`src/rtl/mmio_uart_pkg.sv`:
```
// rtl/mmio_uart_pkg.sv - shared register map, STATUS layout and shifter states for mmio_uart_tx
// Register offsets decode mem_addr[3:2]. STATUS packs full/empty/count in the low byte and busy in bit 31.
package mmio_uart_pkg;

  localparam logic [1:0] REG_TXDATA = 2'd0;
  localparam logic [1:0] REG_STATUS = 2'd1;
  localparam logic [1:0] REG_DIV    = 2'd2;
  localparam logic [1:0] REG_IRQCTL = 2'd3;

  localparam int STAT_FULL_BIT  = 0;
  localparam int STAT_EMPTY_BIT = 1;
  localparam int STAT_COUNT_LSB = 2;
  localparam int STAT_COUNT_W   = 6;
  localparam int STAT_BUSY_BIT  = 31;

  typedef enum logic [1:0] {
    ST_IDLE  = 2'd0,
    ST_START = 2'd1,
    ST_DATA  = 2'd2,
    ST_STOP  = 2'd3
  } tx_state_e;

  function automatic logic [31:0] status_word(input logic busy, input logic [5:0] count,
                                              input logic empty, input logic full);
    logic [31:0] w;
    w = '0;
    w[STAT_FULL_BIT]  = full;
    w[STAT_EMPTY_BIT] = empty;
    w[STAT_COUNT_LSB +: STAT_COUNT_W] = count;
    w[STAT_BUSY_BIT]  = busy;
    return w;
  endfunction

endpackage

```
`src/rtl/mmio_uart_fifo.sv`:
```
// rtl/mmio_uart_fifo.sv - byte FIFO with wrap-around pointers feeding the UART shifter
// Pointers carry one extra wrap bit so full and empty are distinguishable. A push on a full FIFO is
// honoured only when a pop happens in the same cycle. The head entry is visible on pop_data.
module mmio_uart_fifo
  import mmio_uart_pkg::*;
#(
  parameter int DEPTH = 8
) (
  input  logic                       clk,
  input  logic                       rst_n,
  input  logic                       push,
  input  logic [7:0]                 push_data,
  input  logic                       pop,
  output logic [7:0]                 pop_data,
  output logic                       full,
  output logic                       empty,
  output logic [$clog2(DEPTH):0]     count
);

  localparam int AW = $clog2(DEPTH);

  logic [AW:0] wr_ptr_q, wr_ptr_d;
  logic [AW:0] rd_ptr_q, rd_ptr_d;
  logic [7:0]  mem_q [DEPTH];
  logic        wr_en, rd_en;

  assign empty    = (wr_ptr_q == rd_ptr_q);
  assign full     = (wr_ptr_q[AW] != rd_ptr_q[AW]) && (wr_ptr_q[AW-1:0] == rd_ptr_q[AW-1:0]);
  assign count    = wr_ptr_q - rd_ptr_q;
  assign pop_data = mem_q[rd_ptr_q[AW-1:0]];

  // Qualify requests and advance the pointers.
  always_comb begin
    rd_en    = pop && !empty;
    wr_en    = push && (!full || rd_en);
    wr_ptr_d = wr_ptr_q + (wr_en ? 1'b1 : 1'b0);
    rd_ptr_d = rd_ptr_q + (rd_en ? 1'b1 : 1'b0);
  end

  // Pointer registers; clearing them discards any stored bytes.
  always_ff @(posedge clk or negedge rst_n) begin
    if (!rst_n) begin
      wr_ptr_q <= '0;
      rd_ptr_q <= '0;
    end else begin
      wr_ptr_q <= wr_ptr_d;
      rd_ptr_q <= rd_ptr_d;
    end
  end

  // Storage array, written at the tail.
  always_ff @(posedge clk) begin
    if (wr_en) mem_q[wr_ptr_q[AW-1:0]] <= push_data;
  end

endmodule

```
`src/rtl/mmio_uart_tx.sv`:
```
// rtl/mmio_uart_tx.sv - memory-mapped 8N1 UART transmitter with TX FIFO and baud divisor
// Optional interrupt output and IRQCTL register are built when MMIO_UART_TX_IRQ_EN is defined.
// Each bit lasts max(DIV,1) cycles; the divisor is sampled at every bit boundary.
module mmio_uart_tx
  import mmio_uart_pkg::*;
#(
  parameter int          FIFO_DEPTH = 8,
  parameter logic [15:0] DIV_RESET  = 16'd16
) (
  input  logic        clk,
  input  logic        rst_n,
  input  logic        mem_valid,
  output logic        mem_ready,
  input  logic [31:0] mem_addr,
  input  logic [31:0] mem_wdata,
  input  logic [3:0]  mem_wstrb,
  output logic [31:0] mem_rdata,
  output logic        uart_tx
`ifdef MMIO_UART_TX_IRQ_EN
  ,
  output logic        irq
`endif
);

  localparam int AW = $clog2(FIFO_DEPTH);

  tx_state_e   state_q, state_d;
  logic [15:0] cnt_q, cnt_d;
  logic [2:0]  bit_cnt_q, bit_cnt_d;
  logic [7:0]  shift_q, shift_d;
  logic [15:0] div_q, div_d;
  logic        mem_ready_q, mem_ready_d;
  logic [31:0] mem_rdata_q, mem_rdata_d;
  logic        hold_q, hold_d;

  logic        fifo_push, fifo_pop, fifo_full, fifo_empty;
  logic [7:0]  fifo_rdata;
  logic [AW:0] fifo_count;
  logic [6:0]  count_ext;
  logic        busy, is_write, is_push, accept;
  logic [15:0] period_m1;
  logic        irq_en;
  logic        unused_bits;

  assign busy      = (state_q != ST_IDLE);
  assign period_m1 = (div_q == 16'd0) ? 16'd0 : div_q - 16'd1;
  assign count_ext = 7'(fifo_count);
  assign is_write  = |mem_wstrb;
  assign is_push   = (mem_addr[3:2] == REG_TXDATA) && mem_wstrb[0];
  assign mem_ready = mem_ready_q;
  assign mem_rdata = mem_rdata_q;
  assign unused_bits = ^{mem_addr[31:4], mem_addr[1:0], mem_wdata[31:16], count_ext[6]};

  mmio_uart_fifo #(.DEPTH(FIFO_DEPTH)) u_fifo (
    .clk       (clk),
    .rst_n     (rst_n),
    .push      (fifo_push),
    .push_data (mem_wdata[7:0]),
    .pop       (fifo_pop),
    .pop_data  (fifo_rdata),
    .full      (fifo_full),
    .empty     (fifo_empty),
    .count     (fifo_count)
  );

  // Shifter state register with its bit timer, bit index and shift register.
  always_ff @(posedge clk or negedge rst_n) begin
    if (!rst_n) begin
      state_q   <= ST_IDLE;
      cnt_q     <= '0;
      bit_cnt_q <= '0;
      shift_q   <= '0;
    end else begin
      state_q   <= state_d;
      cnt_q     <= cnt_d;
      bit_cnt_q <= bit_cnt_d;
      shift_q   <= shift_d;
    end
  end

  // Next-state logic: a pop from IDLE or at the end of STOP starts the next frame directly.
  always_comb begin
    state_d   = state_q;
    cnt_d     = cnt_q;
    bit_cnt_d = bit_cnt_q;
    shift_d   = shift_q;
    fifo_pop  = 1'b0;
    case (state_q)
      ST_IDLE: begin
        if (!fifo_empty) begin
          fifo_pop = 1'b1;
          shift_d  = fifo_rdata;
          cnt_d    = period_m1;
          state_d  = ST_START;
        end
      end
      ST_START: begin
        if (cnt_q == 16'd0) begin
          state_d   = ST_DATA;
          bit_cnt_d = 3'd0;
          cnt_d     = period_m1;
        end else begin
          cnt_d = cnt_q - 16'd1;
        end
      end
      ST_DATA: begin
        if (cnt_q == 16'd0) begin
          cnt_d = period_m1;
          if (bit_cnt_q == 3'd7) begin
            state_d = ST_STOP;
          end else begin
            bit_cnt_d = bit_cnt_q + 3'd1;
            shift_d   = {1'b0, shift_q[7:1]};
          end
        end else begin
          cnt_d = cnt_q - 16'd1;
        end
      end
      ST_STOP: begin
        if (cnt_q == 16'd0) begin
          if (!fifo_empty) begin
            fifo_pop = 1'b1;
            shift_d  = fifo_rdata;
            cnt_d    = period_m1;
            state_d  = ST_START;
          end else begin
            state_d = ST_IDLE;
          end
        end else begin
          cnt_d = cnt_q - 16'd1;
        end
      end
      default: state_d = ST_IDLE;
    endcase
  end

  // Serial line decode from the current state; idle and stop are high.
  always_comb begin
    uart_tx = 1'b1;
    case (state_q)
      ST_START: uart_tx = 1'b0;
      ST_DATA:  uart_tx = shift_q[0];
      default:  uart_tx = 1'b1;
    endcase
  end

  // Bus handshake and register file: a full-FIFO push waits unless a pop frees a slot this cycle,
  // and a request still held after its strobe is locked out until mem_valid drops.
  always_comb begin
    accept      = mem_valid && !mem_ready_q && !hold_q && (!is_push || !fifo_full || fifo_pop);
    fifo_push   = accept && is_push;
    mem_ready_d = accept;
    hold_d      = mem_valid && (mem_ready_q || hold_q);
    div_d       = div_q;
    mem_rdata_d = '0;
    if (accept && is_write && (mem_addr[3:2] == REG_DIV)) begin
      if (mem_wstrb[0]) div_d[7:0]  = mem_wdata[7:0];
      if (mem_wstrb[1]) div_d[15:8] = mem_wdata[15:8];
    end
    if (accept && !is_write) begin
      case (mem_addr[3:2])
        REG_STATUS: mem_rdata_d = status_word(busy, count_ext[5:0], fifo_empty, fifo_full);
        REG_DIV:    mem_rdata_d = {16'd0, div_q};
        REG_IRQCTL: mem_rdata_d = {31'd0, irq_en};
        default:    mem_rdata_d = '0;
      endcase
    end
  end

  // Bus-side registers.
  always_ff @(posedge clk or negedge rst_n) begin
    if (!rst_n) begin
      mem_ready_q <= 1'b0;
      mem_rdata_q <= '0;
      hold_q      <= 1'b0;
      div_q       <= DIV_RESET;
    end else begin
      mem_ready_q <= mem_ready_d;
      mem_rdata_q <= mem_rdata_d;
      hold_q      <= hold_d;
      div_q       <= div_d;
    end
  end

`ifdef MMIO_UART_TX_IRQ_EN
  logic irq_en_q, irq_en_d;
  logic irq_q, irq_d;

  assign irq_en = irq_en_q;
  assign irq    = irq_q;

  // Interrupt enable register and the registered "all sent" condition.
  always_comb begin
    irq_en_d = irq_en_q;
    if (accept && is_write && (mem_addr[3:2] == REG_IRQCTL) && mem_wstrb[0]) irq_en_d = mem_wdata[0];
    irq_d = irq_en_q && fifo_empty && !busy;
  end

  // Interrupt flops.
  always_ff @(posedge clk or negedge rst_n) begin
    if (!rst_n) begin
      irq_en_q <= 1'b0;
      irq_q    <= 1'b0;
    end else begin
      irq_en_q <= irq_en_d;
      irq_q    <= irq_d;
    end
  end
`else
  assign irq_en = 1'b0;
`endif

endmodule

```
`config.mk`:
```
export PLATFORM = sky130hd
export DESIGN_NAME = mmio_uart_tx
export DESIGN_NICKNAME = d
export VERILOG_FILES = /design/src/rtl/mmio_uart_pkg.sv /design/src/rtl/mmio_uart_fifo.sv /design/src/rtl/mmio_uart_tx.sv
export SDC_FILE = /design/constraint.sdc
export NUM_CORES = 1
export LEC_CHECK = 0
export ABC_AREA = 1
export BUFFER_PORTS_ARGS = -buffer_cell sky130_fd_sc_hd__buf_2
export CORE_MARGIN = 1.5
export CORE_UTILIZATION = 28
export CTS_CLUSTER_DIAMETER = 80
export DETAILED_ROUTE_END_ITERATION = 6
export SETUP_SLACK_MARGIN = 0.1
export SKIP_LAST_GASP = 1
export SLEW_MARGIN = 20
export SYNTH_ARGS = -nofsm -noshare
export SYNTH_HDL_FRONTEND = slang
export SYNTH_HIERARCHICAL = 1
export SYNTH_SLANG_ARGS = --single-unit
```
`constraint.sdc`:
```
create_clock -name clk -period 3.6 [get_ports clk]
set_input_delay 0.36 -clock clk [delete_from_list [all_inputs] [get_ports clk]]
set_output_delay 0.36 -clock clk [all_outputs]
set_load 0.05 [all_outputs]
```
==> results of run 1 <==
[cell usage after synthesis (all sizes together), types with 6 or more instances]
master  instances
a21oi          22
buf            37
clkbuf         10
dfrtp          71
edfxtp         64
ha             20
inv           139
mux2i           7
nand2         355
nand3          77
nand4          28
nor2           90
o21ai          27
xnor2           6
xor2           15
[power breakdown]
| part | internal, mW | switching (mW) |
|---|---|---|
| combinational | 1.09 | 2.20 |
| clock | 0.949 | 0.838 |
| sequential | 1.89 | 0.275 |
[registers in the layout, summed over array words and instances, names as in the netlist]
register / count
div_q: 16
bit_cnt_q: 3
hold_q: 1
u_fifo/wr_ptr_q: 4
u_fifo/rd_ptr_q: 4
shift_q: 8
state_q: 2
mem_ready: 1
u_fifo/mem_q: 64
cnt_q: 16
mem_rdata: 17
[path summary, 6_finish.rpt]
check	start	end	depth (start not counted)
worst max register to register	u_fifo/wr_ptr_q[0]	u_fifo/mem_q[6][7]	16
worst min-delay path	rst_n	cnt_q[10]	1
worst max-delay path	u_fifo/wr_ptr_q[0]	u_fifo/mem_q[6][7]	16
worst min register to register	shift_q[0]	shift_q[0]	2
max in group asynchronous	rst_n	shift_q[3]	1
min in group clk	mem_valid	hold_q	3
[cells by family after synthesis]
group	synth area share, %
adders and majority gates	3.43
muxes	0.890
AOI/OAI and AO/OA	4.34
xor gates and xnor gates	2.34
buffers and inverters	11.1
DFF	47.3
other	0.0477
and+or+nand+nor	30.5
[layout make-up]
cell class / instances / area share, %
well taps: 378 / 5.26
flip-flops and latches: 136 / 41.4
clock inverters: 15 / 2.29
multi-input cells: 682 / 37.0
inverters: 141 / 5.95
clock buffers: 17 / 4.73
repair buffers: 55 / 3.42
[metal layers]
layer  global-route usage, %  vias up  wire, um
li1                        -     3181         -
met1                    18.8     2927      9120
met2                    21.9      165      8720
met3                    2.82       33       880
met4                    5.08        0       383
met5                       0        -         0
[metrics by stage]
stage                     utilization, %  worst slack, ps
final                               32.5              388
after global routing                32.5              102
after CTS                           32.5              355
after detailed placement            30.2              375
after global placement              30.2              445
after floorplan                        -              687
==> results.md, run 1 <==
Setup path:
- The kind of cell with the highest combined delay along the critical path is simple AND/OR/NAND/NOR gates.
- Traced cell by cell, the critical path runs through inv_1 > ha_1 > inv_1 > nor2_1 > inv_1 > nor2_1 > inv_1 > buf_4 > nand2_1 > nand2_1 > nand2_2 > nand2_2 > nand2_2 > nor3_1 > nand2_2 > nor2_1.
- The worst setup path is captured at a flip-flop.
- The maximum fanout along the worst path is 12.
- The count of buffering cells on the critical path with inverters included is 5.
- The arrival time of data at the critical path endpoint is 3280 ps.
- The worst setup path is launched from a flip-flop.
- The type of the worst setup path is reg -> reg.
- On the worst path, the slowest cell contributes a delay of around 570 ps.
- Setup slack on the worst reg-to-reg path comes out at 390 ps.
- The critical path's slowest cell is sky130_fd_sc_hd__nor2_1.
- The data required time at the worst endpoint is 3670 ps.

Floorplan:
- The core box area is approximately 0.028 sq mm.
- The die extent in y is 171 um.
- The area of the die is around 0.029 sq mm.
- The number of rows created at floorplan is slightly above 60.
- roughly 110 I/O pins were placed.
- The die is about 170 um wide.
- Once the floorplan was initialized, standard cells occupied 28.4% of the core.

Pwr:
- Dividing total power by cell area gives a power density of approximately 810 mW/mm^2.
- The static leakage power is 4.46 nW.
- The total power is slightly above 7 mW.
- IR analysis of the VDD net gives a maximum drop of roughly 470 uV.

GRT:
- The via count of the first global-routing pass is slightly below 6000.
- The global router's overall resource usage is between 10 and 15%.
- The wire length of the first global-routing pass is 30900 um.
- Entering global routing, the biggest net connects 73 pins.
- The initial antenna violation count is 1.
- The global route total overflow is 0.

STA:
- The final number of hold-violating endpoints is 0.
- Setup repair after global routing left no endpoint under its margin.
- The final setup TNS is 0 ps.
- The highest attainable clock frequency is roughly 310 MHz.
- Setup violations remaining at the end of the flow were counted as 0.
- The final-layout worst hold slack is 91.8 ps.
- Counting I/O delays and the setup requirement, the final critical path takes between 3000 and 4000 ps.
- The measured slew at the worst slew-check pin is ~970 ps.
- The post-route clock period utilization is roughly nine tenths.
- The final count of pins violating max slew is 0.
- The worst relative slew slack is 35.2%.
- The clock skew after layout is between 10 and 15 ps.

Layout:
- The total inserted antenna cells is 0.
- Of the cells placed in the final design, the portion with a size suffix greater than 1 is 12.0%.
- In the layout the commonest cells are 348 x sky130_fd_sc_hd__nand2_1, 136 x sky130_fd_sc_hd__inv_1, 81 x sky130_fd_sc_hd__nor2_1.
- The filler cell count in the final layout is ~2900.
- Compared with the post-synthesis result, the final layout area differs by 14.4%.
- The summed area of non-filler cells in the final layout is 0.00900 sq mm.
- The number of cells in the finished layout apart from fillers is approximately 1400.
- In the final layout, the multi-input gates occupy 0.00333 sq mm.
- The sequential standard cell area is between 0.003 and 0.004 sq mm.
- The leading cell type in the layout, fill and taps excluded is sky130_fd_sc_hd__nand2_1.
- For this run, the post-layout net count is ~1100.

Clock network:
- TritonCTS built the clock tree.
- Gates resized during post-CTS repair numbered 0.
- The number of post-CTS setup repair buffers is 0.
- The clock latency at the later pin of the worst-skew pair is 440 ps.
- The clock net in this run drives a total of 136 sinks.
- The count of H-tree levels built during CTS is 4.
- The clock input transition at the sequential cells of the worst setup and hold paths is ~70 ps.
- The clock passes through at most 2 buffers.
- The number of buffers inserted for hold repair after clock tree synthesis is 0.
- The root buffer cell chosen for the clock tree is sky130_fd_sc_hd__clkbuf_16.
- The total CTS buffers is 17.

Placement:
- Including well taps, the total number of placed cells is 1392.
- Input and output buffers added on the ports amount to 43.
- Detailed placement finished with a half-perimeter wire length of around 14000 um.
- The last weighted congestion value of the routability-driven placer is ~0.84.
- After detailed placement, the total cell area comes to around 0.0084 sq mm.

Drt:
- The final routed wirelength across all metal layers is about 19000 um.
- In this run the remaining antenna-violating nets after routing total 0.
- The number of DRC violations after detailed-routing iteration 0 is 424.
- After detailed routing, the number of remaining DRC violations is 1.
- After detailed routing, the average wire length per cell comes to roughly 13 um.
- The detailed-router iteration count before antenna repair is 7.
- For this block, the via count after detailed routing is between 6000 and 7000.
- The via count normalized by instance count is ~4.4.

Synthesis:
- The async set-reset flop share out of synthesis is approximately 53%.
- The flip-flop and latch count after synthesis is 136.
- Counting distinct cell types in the post-synthesis netlist gives 41.
- The portion of the post-synthesis area used by sequential elements is a little under half.
- In this run the mean area of a mapped cell was slightly below 8 sq um.
- Ranked by total cell area, the synthesized netlist is headed by sky130_fd_sc_hd__edfxtp_1 24%, sky130_fd_sc_hd__dfrtp_1 23%, sky130_fd_sc_hd__nand2_1 17%, sky130_fd_sc_hd__inv_1 6.5%, sky130_fd_sc_hd__nand3_1 4.8%.
- The post-synthesis cell count is between 900 and 1000.
- The number of enable-type register cells in the synthesized netlist is 64.
- The largest total area in the synthesized netlist belongs to sky130_fd_sc_hd__edfxtp_1.
- The predominant post-synthesis flop cell is sky130_fd_sc_hd__dfrtp_1.
- The share of Yosys cell area claimed by the top area cell type is 24.4%.
- For this run, the number of Yosys warnings is 6.
- The post-synth design cell area is 0.00787 sq mm.

Run status:
- The flow ran to the end, but the final reports show violations.
- The final reports fail on design-rule violations.

Hold path:
- The worst hold path belongs to the class in -> async.

Run:
- Across the run, the number of max-cap violations was 0.
Note: power is estimated with default switching activity, not from simulation.
==> run 2, diff against run 1 <==
- CORE_ASPECT_RATIO: default -> 1.1
==> run 2 against run 1 <==
  * The flow now finishes without violations
  * Global-route usage grew 0.15 points
  * Clock skew is 3.9 ps lower
  * Sequential cell count did not move
  * First-iteration DRC count down 18%
  * Total power decreased by 0.87%
  * Sequential share of layout area increased by 0.39 points
  * Critical path depth is 1 lower
  * Clock-buffer cell count rose by 4
  * Clock power shrank 4%
  * Largest cell class unchanged
==> results.md, run 2 (same netlist as run 1, synthesis figures left out) <==
Clock network:
- The clock latency at the later pin of the worst-skew pair came to 430 ps (about the same).
- The count of H-tree levels built during CTS was 4 (unchanged).
- The number of buffers inserted for hold repair after clock tree synthesis is 0 (unchanged).
- The total CTS buffers is 17 (unchanged).
- The number of clock sinks seen by CTS came to 136 (unchanged).
- The clock root buffer is sky130_fd_sc_hd__clkbuf_16.
- The number of buffers on the longest clock path is 2 (unchanged).
- The clock input transition at the sequential cells of the worst setup and hold paths is 60 ps (about the same).
- The TritonCTS clock tree is built.

STA:
- The clock skew after layout is 7.71 ps (-3.94 ps).
- The setup slack of the critical path after layout is 266 ps (-122 ps).
- The final-layout worst hold slack is 85.8 ps (-6.00 ps).
- The final setup TNS is 0 ps (unchanged).
- The worst relative slew slack is 35.9% (+0.75 points).
- The post-route clock period utilization is 92.6% (+3.4 points).
- The post-route minimum period is 3330 ps (+122 ps).
- The final count of pins violating max slew is 0 (unchanged).
- The highest attainable clock frequency was 300 MHz (-3.7%).
- The setup violation total in the final timing report is 0 (unchanged).
- The measured slew at the worst slew-check pin is 961 ps (-11.3 ps).
- The final number of hold-violating endpoints is 0 (unchanged).
- Setup repair after global routing could not meet its margin everywhere.

Pwr:
- The largest voltage drop on the vdd net is 483 uV (+1.9%).
- The proportion of total power due to net switching is 44.2% (-1.6 points).
- The total power per unit cell area is 806 mW/mm^2 (about the same).
- The static leakage power is 4.42 nW (-0.98%).
- The switching power summed over all nets was 3.17 mW (-4.3%).
- The part of the power in registers is 30.4% (+0.5 points).
- The design internal power is 4.01 mW (+2.1%).
- The proportion of power drawn by the clock network is 23.9% (-0.8 points).
- The logic gate share of total power was 45.7% (+0.3 points).

Setup path:
- The worst reg-to-reg setup slack is 270 ps (-120 ps).
- The startpoint identified for the worst register-to-register timing path is u_fifo/rd_ptr_q[2].
- The worst setup path is launched from a flip-flop.
- STA classifies the critical path endpoint as a flip-flop.
- The reg-to-reg endpoint is u_fifo/mem_q[0][5].
- The maximum fanout along the worst path is 9 (-3).
- The data required time at the worst endpoint is 3660 ps (about the same).
- The arrival time of data at the critical path endpoint is 3400 ps (+120 ps).
- The number of cells on the worst reg-to-reg path is 15 (-1).
- By startpoint and endpoint, the worst setup path is classified as reg -> reg.

Floorplan:
- The die extent in y was 179 um (+4.8%).
- The starting density of the core is 28.4% (about the same).
- The number of rows created at floorplan is 64 (+4.9%).
- The chip width came to 163 um (-4.6%).
- The core box area came to 0.0277 sq mm (about the same).
- The area of the die came to 0.0291 sq mm (about the same).
- The number of primary I/O pins is 105 (unchanged).

Layout:
- In the layout the commonest cells are 348 x sky130_fd_sc_hd__nand2_1, 136 x sky130_fd_sc_hd__inv_1, 77 x sky130_fd_sc_hd__nor2_1.
- The total inserted antenna cells came to 0 (unchanged).
- The number of cells in the finished layout apart from fillers is 1407 (-1.2%).
- The ratio of cells with drive above 1 in the final layout is 11.8% (-0.26 points).
- The flip-flop count of the largest register after layout was 64 (unchanged).
- The library cell used most frequently in the layout, excluding fill and tap cells, is sky130_fd_sc_hd__nand2_1.
- The number of nets in the finished design is 1123 (-0.18%).
- The filler cell count in the final layout is 3010 (+4.9%).
- The multi-input logic area came to 0.00334 sq mm (+0.30%).
- The summed area of non-filler cells in the final layout is 0.00891 sq mm (-0.93%).
- The layout overhead on the synthesized area is 13.3%.
- The sequential standard cell area is 0.00372 sq mm (unchanged).

Placement:
- The cell count after placement is 1375 (-1.2%).
- The final HPWL from detailed placement is 13300 um (-1.5%).
- The cell area after placement is 0.00833 sq mm (-0.40%).
- The number of buffers added on ports is 43 (unchanged).
- The worst slack after detailed placement is 293 ps (-81.1 ps).
- The last weighted congestion value of the routability-driven placer is 0.846 (+0.17%).

Hold path:
- In this run the worst hold path is classified as in -> async.

Drt:
- The detailed-router iteration count before antenna repair was 5 (-2).
- The post-route antenna net violation count is 0 (unchanged).
- The number of DRC violations after detailed-routing iteration 0 is 347 (-18%).
- The residual DRC count is 0 (-1).
- The via count normalized by instance count is 4.53 (+2.3%).
- The final routed wirelength across all metal layers was 19200 um (+0.42%).
- The routed length per placed instance is 13.6 um (+1.6%).
- The detailed-route via count is 6373 (+1.1%).

GRT:
- The via count of the first global-routing pass is 6165 (+5.2%).
- The global router's overall resource usage is 14.1% (+0.15 points).
- The maximum number of pins on one net before global-route repair is 73 (unchanged).
- The wire length of the first global-routing pass is 31500 um (+1.7%).
- The initial antenna violation count is 0 (-1).
- The global route total overflow is 0 (unchanged).

Run:
- The number of violations of the max-capacitance limit came to 0 (unchanged).

Run status:
- The flow ran to the end, and the final reports show no timing, DRC or antenna violations.
## run 2: changes by cell type in the layout (fill, tap and decap cells not counted), sizes merged
| cell | delta |
|---|---|
| buf | -2 |
| clkinv | -8 |
| clkinvlp | +3 |
| bufinv | +2 |
| inv | -1 |
| clkbuf | +4 |
## run 2: critical path, cell delays in order, from the launching register on
cell and delay (ps):
sky130_fd_sc_hd__dfrtp_1 350, sky130_fd_sc_hd__clkinv_1 270, sky130_fd_sc_hd__ha_1 430, sky130_fd_sc_hd__nand2_1 110, sky130_fd_sc_hd__nor2_1 60, sky130_fd_sc_hd__inv_1 60, sky130_fd_sc_hd__nor2_1 50, sky130_fd_sc_hd__inv_1 190
sky130_fd_sc_hd__nand4_1 130, sky130_fd_sc_hd__nand2_1 90, sky130_fd_sc_hd__nand2_2 90, sky130_fd_sc_hd__nand2_2 100, sky130_fd_sc_hd__nand2_2 70, sky130_fd_sc_hd__nor3_1 190, sky130_fd_sc_hd__nand2_2 200, sky130_fd_sc_hd__nor2_1 570
## run 2: what timing repair did
item,CTS,global route
resized for setup,0,4
setup endpoints to repair,0,64
buffers inserted,0,0
## run 2: per-layer routing
metal | up-vias | global-route usage (%) | wire, um
met5 | - | 0 | 0
met4 | 0 | 6.27 | 455
met3 | 32 | 2.71 | 774
met2 | 160 | 23.1 | 9160
met1 | 2998 | 17.9 | 8790
li1 | 3183 | - | -
## run 2: how the worst max path moves through the flow
stage,start,to,cells past startpoint
after global placement,u_fifo/rd_ptr_q[2],u_fifo/mem_q[3][4],15
after detailed placement,u_fifo/rd_ptr_q[2],u_fifo/mem_q[0][3],15
final,u_fifo/rd_ptr_q[2],u_fifo/mem_q[0][5],15
after global routing,u_fifo/rd_ptr_q[2],u_fifo/mem_q[3][7],15
after floorplan,u_fifo/rd_ptr_q[1],u_fifo/mem_q[6][0],18
after CTS,u_fifo/rd_ptr_q[2],u_fifo/mem_q[3][4],15
## run 2: per-stage QoR
stage / utilization [%] / total power [mW]
finish: 32.2 / 7.18
detailed placement: 30.1 / 5.47
floorplan: - / 4.76
global placement: 30.1 / 5.42
CTS: 32.1 / 7.21
global route: 32.2 / 7.77
## run 2: layout make-up
class	count	share of cell area [%]
multi-input combinational	682	37.4
inverter	141	6.01
tap	363	5.09
clock buffer	21	5.05
clock inverter	11	1.36
timing repair buffer	53	3.28
sequential	136	41.8
## run 2: power groups by stage
stage,Clock (mW),Sequential [mW],Combinational (mW)
final,1.72,2.19,3.28
after detailed placement,0,2.21,3.26
after global placement,0,2.20,3.21
after global routing,1.81,2.22,3.73
after CTS,1.76,2.18,3.27
after floorplan,0,2.13,2.63
==> run 3, diff against run 2 <==
- ABC_AREA: 1 -> default
==> run 3 against run 2 <==
  * Synthesized cell count fell by 40%
  * Final area shrank 6.4%
  * Largest cell class unchanged
  * Synthesized area decreased by 9.4%
  * Critical endpoint is now u_fifo/mem_q[4][4]
  * Hold slack gained 1.6 ps
  * Via count is 21% lower
  * Combinational power down 10%
  * Cell count decreased by 31%
==> results.md, run 3 <==
Run status:
- The run finished with clean final reports.

Synthesis:
- By area, the combinational part of the netlist is dominated by simple AND/OR/NAND/NOR gates.
- The flip-flop and latch count after synthesis came to 136 (unchanged).
- By count the netlist is led by 71 x sky130_fd_sc_hd__dfrtp_1, 64 x sky130_fd_sc_hd__edfxtp_1, 54 x sky130_fd_sc_hd__nand2_1.
- The portion of the post-synthesis area used by sequential elements came to 52.3% (+4.9 points).
- The most used flip-flop cell after synthesis is sky130_fd_sc_hd__dfrtp_1.
- The async set-reset flop share out of synthesis was 52.9% (unchanged).
- The share of Yosys cell area claimed by the top area cell type was 27.0% (+2.5 points).
- The number of distinct library cells after synthesis is 73 (+78%).
- The proportion of synthesized area in mux cells is 11.2% (+10 points).
- The number of warning messages in the yosys log is 6 (unchanged).
- The adder-cell share of the synthesized area is 3.79% (+0.36 points).
- The synthesized design spends more area on one cell type than any other, namely sky130_fd_sc_hd__edfxtp_1.
- The number of enable-type register cells in the synthesized netlist is 64 (unchanged).
- The compound-gate portion of the synthesized area is 11.4% (+7.0 points).
- The xor and xnor fraction of the mapped netlist area is 2.07% (-0.27 points).
- The post-synthesis cell count is 595 (-40%).
- By area the synthesized netlist is led by sky130_fd_sc_hd__edfxtp_1 27%, sky130_fd_sc_hd__dfrtp_1 25%, sky130_fd_sc_hd__mux2_2 5.4%, sky130_fd_sc_hd__ha_1 3.5%, sky130_fd_sc_hd__mux4_2 3.2%.
- The post-synthesis average cell area came to 12.0 sq um (+51%).
- The post-synth design cell area is 0.00713 sq mm (-9.4%).
- By instance count, the leading cell after synthesis is sky130_fd_sc_hd__dfrtp_1.
- The simple-gate share of the synthesized area came to 14.5% (-16 points).

STA:
- Setup repair after global routing left no endpoint under its margin.
- The final count of pins violating max slew was 0 (unchanged).
- The clock skew after layout was 10.2 ps (+2.54 ps).
- The post-route minimum period is 3260 ps (-72.7 ps).
- The setup violation total in the final timing report is 0 (unchanged).
- The highest attainable clock frequency came to 307 MHz (+2.2%).
- The measured slew at the worst slew-check pin is 957 ps (-4.12 ps).
- The post-route clock period utilization is 90.6% (-2.0 points).
- The final number of hold-violating endpoints came to 0 (unchanged).
- The worst relative slew slack is 36.2% (+0.27 points).
- The final setup TNS is 0 ps (unchanged).

Clock network:
- The number of buffers on the longest clock path was 2 (unchanged).
- TritonCTS built the clock tree.
- The total CTS buffers is 17 (unchanged).
- The number of gates resized after CTS is 0 (unchanged).
- The number of post-CTS setup repair buffers is 0 (unchanged).
- The count of H-tree levels built during CTS is 4 (unchanged).
- The clock input transition at the sequential cells of the worst setup and hold paths is 60 ps (about the same).
- The number of buffers inserted for hold repair after clock tree synthesis is 0 (unchanged).
- The clock latency at the later pin of the worst-skew pair is 420 ps (about the same).
- The number of clock sinks seen by CTS was 136 (unchanged).
- The clock root buffer is sky130_fd_sc_hd__clkbuf_16.

Layout:
- Leaving out fill and tap cells, the most frequent cells in the layout are 71 x sky130_fd_sc_hd__dfrtp_1, 64 x sky130_fd_sc_hd__edfxtp_1, 54 x sky130_fd_sc_hd__nand2_1.
- The ratio of cells with drive above 1 in the final layout is 25.0% (+13 points).
- The layout overhead on the synthesized area is 17.1%.
- The number of nets in the finished design is 739 (-34%).
- The flip-flop count of the largest register after layout is 64 (unchanged).
- The total inserted antenna cells is 0 (unchanged).
- The summed area of non-filler cells in the final layout is 0.00835 sq mm (-6.4%).
- The number of cells in the finished layout apart from fillers was 975 (-31%).
- The leading cell type in the layout, fill and taps excluded is sky130_fd_sc_hd__dfrtp_1.

Floorplan:
- The number of rows created at floorplan came to 61 (-4.7%).
- The chip width is 155 um (-4.7%).
- The die extent in y came to 170 um (-4.8%).
- The area of the die is 0.0264 sq mm (-9.3%).
- The number of primary I/O pins is 105 (unchanged).
- The core box area came to 0.0251 sq mm (-9.4%).
- The starting density of the core is 28.4% (about the same).

Setup path:
- The critical path's slowest cell is sky130_fd_sc_hd__or3b_2.
- The source of the worst register-to-register timing path is cnt_q[0].
- The arrival time of data at the critical path endpoint came to 3390 ps (about the same).
- The maximum fanout along the worst path is 8 (-1).
- STA classifies the critical path startpoint as a flip-flop.
- The capturing element type of the critical path is a flip-flop.
- The biggest cell delay along the critical path came to 580 ps (about the same).
- The critical path goes through inv_1 > ha_1 > or3b_2 > nor4b_4 > a21oi_1 > nor3_1 > o2111a_1 > nand2_1 > nor4b_2 > buf_4.
- The critical path in this run is classified as reg -> reg.
- The number of cells on the worst reg-to-reg path is 10 (-5).
- The data required time at the worst endpoint is 3730 ps (+70 ps).
- The worst reg-to-reg setup slack is 340 ps (+70 ps).
- The endpoint identified for the worst register-to-register timing path is u_fifo/mem_q[4][4].

Drt:
- The routed length per placed instance came to 17.5 um (+28%).
- The detailed-router iteration count before antenna repair is 5 (unchanged).
- The highest routed metal layer is met4.
- The final routed wirelength across all metal layers is 17000 um (-11%).
- The met2 wire length is 8250 um (-10%).
- The residual DRC count is 0 (unchanged).
- The post-route antenna net violation count came to 0 (unchanged).
- The detailed-route via count is 5028 (-21%).
- The via count normalized by instance count was 5.16 (+14%).
- The met3 wire length is 790 um (+2.1%).
- The number of DRC violations after detailed-routing iteration 0 came to 313 (-9.8%).
- The met1 wire length is 7650 um (-13%).

Pwr:
- The static leakage power is 3.31 nW (-25%).
- The largest voltage drop on the vdd net was 509 uV (+5.4%).
- The total power is 6.93 mW (-3.6%).
- The total power per unit cell area is 830 mW/mm^2 (+2.9%).

Placement:
- The last weighted congestion value of the routability-driven placer came to 0.906 (+7.1%).
- The number of buffers added on ports is 43 (unchanged).
- The final HPWL from detailed placement was 12000 um (-9.8%).
- The cell count after placement is 943 (-31%).
- The cell area after placement is 0.00774 sq mm (-7.1%).

GRT:
- The global route total overflow is 0 (unchanged).
- The wire length of the first global-routing pass is 27200 um (-13%).
- The via count of the first global-routing pass is 4799 (-22%).
- The maximum number of pins on one net before global-route repair was 73 (unchanged).
- The global router's overall resource usage was 13.6% (-0.50 points).
- The initial antenna violation count is 0 (unchanged).

Hold path:
- The worst min-delay path category is in -> async.

Run:
- The number of violations of the max-capacitance limit was 0 (unchanged).
## run 3: worst max-delay path by stage
stage | end | slack [ps] | cells past startpoint | from
2_1_floorplan | u_fifo/mem_q[5][0] | -40 | 11 | cnt_q[0]
3_3_place_gp | u_fifo/mem_q[5][4] | 400 | 10 | cnt_q[0]
3_5_place_dp | u_fifo/mem_q[4][5] | 370 | 10 | cnt_q[0]
4_1_cts | u_fifo/mem_q[4][5] | 340 | 10 | cnt_q[0]
5_1_grt | u_fifo/mem_q[5][4] | 170 | 10 | cnt_q[0]
6_report | u_fifo/mem_q[4][4] | 340 | 10 | cnt_q[0]
## run 3: layout make-up
cell class / instances / area (sq um)
fillers: 2470 / 16800
flip-flops and latches: 136 / 3720
multi-input cells: 405 / 3160
clock buffers: 21 / 472
well taps: 315 / 394
repair buffers: 64 / 375
clock inverters: 11 / 138
inverters: 23 / 86.3
## run 3: logic make-up (layout without fill, tap and decap cells)
logic type / count (synthesis) / in the layout
and+or+nand+nor: 186 / 186
DFF: 136 / 136
xor gates and xnor gates: 16 / 16
buffers and inverters: 68 / 119
adders and majority gates: 21 / 21
AOI/OAI and AO/OA: 114 / 114
muxes: 53 / 53
other: 1 / 15
## run 3: worst max-delay path, delay by kind of cell (launching register included)
| kind | cells | cell delay (ps) |
|---|---|---|
| flip-flops | 1 | 410 |
| adder cells (fa/ha/maj) | 1 | 210 |
| buffers and inverters | 2 | 290 |
| AO/OA/AOI/OAI | 2 | 440 |
| AND/OR/NAND/NOR | 5 | 1610 |
## run 3: per-stage QoR
stage | worst slack (ps) | hold WS, ps | util, %
floorplan | -35.5 | 64.4 | -
global placement | 404 | 466 | 30.8
detailed placement | 366 | 471 | 30.8
CTS | 342 | 136 | 33.2
global route | 168 | 148 | 33.2
finish | 338 | 87.5 | 33.2
## run 3: report_power, final
group          internal, mW  total, mW  switching, mW  leakage, nW
Combinational          1.22       2.94           1.72         1.51
Sequential             1.89       2.20          0.314         1.50
Clock                  1.09       1.78          0.691        0.300
## run 3: metal layers
layer	vias up	GRT usage (%)
li1	2346	-
met1	2506	17.7
met2	148	21.8
met3	28	3.51
met4	0	4.60
met5	-	0
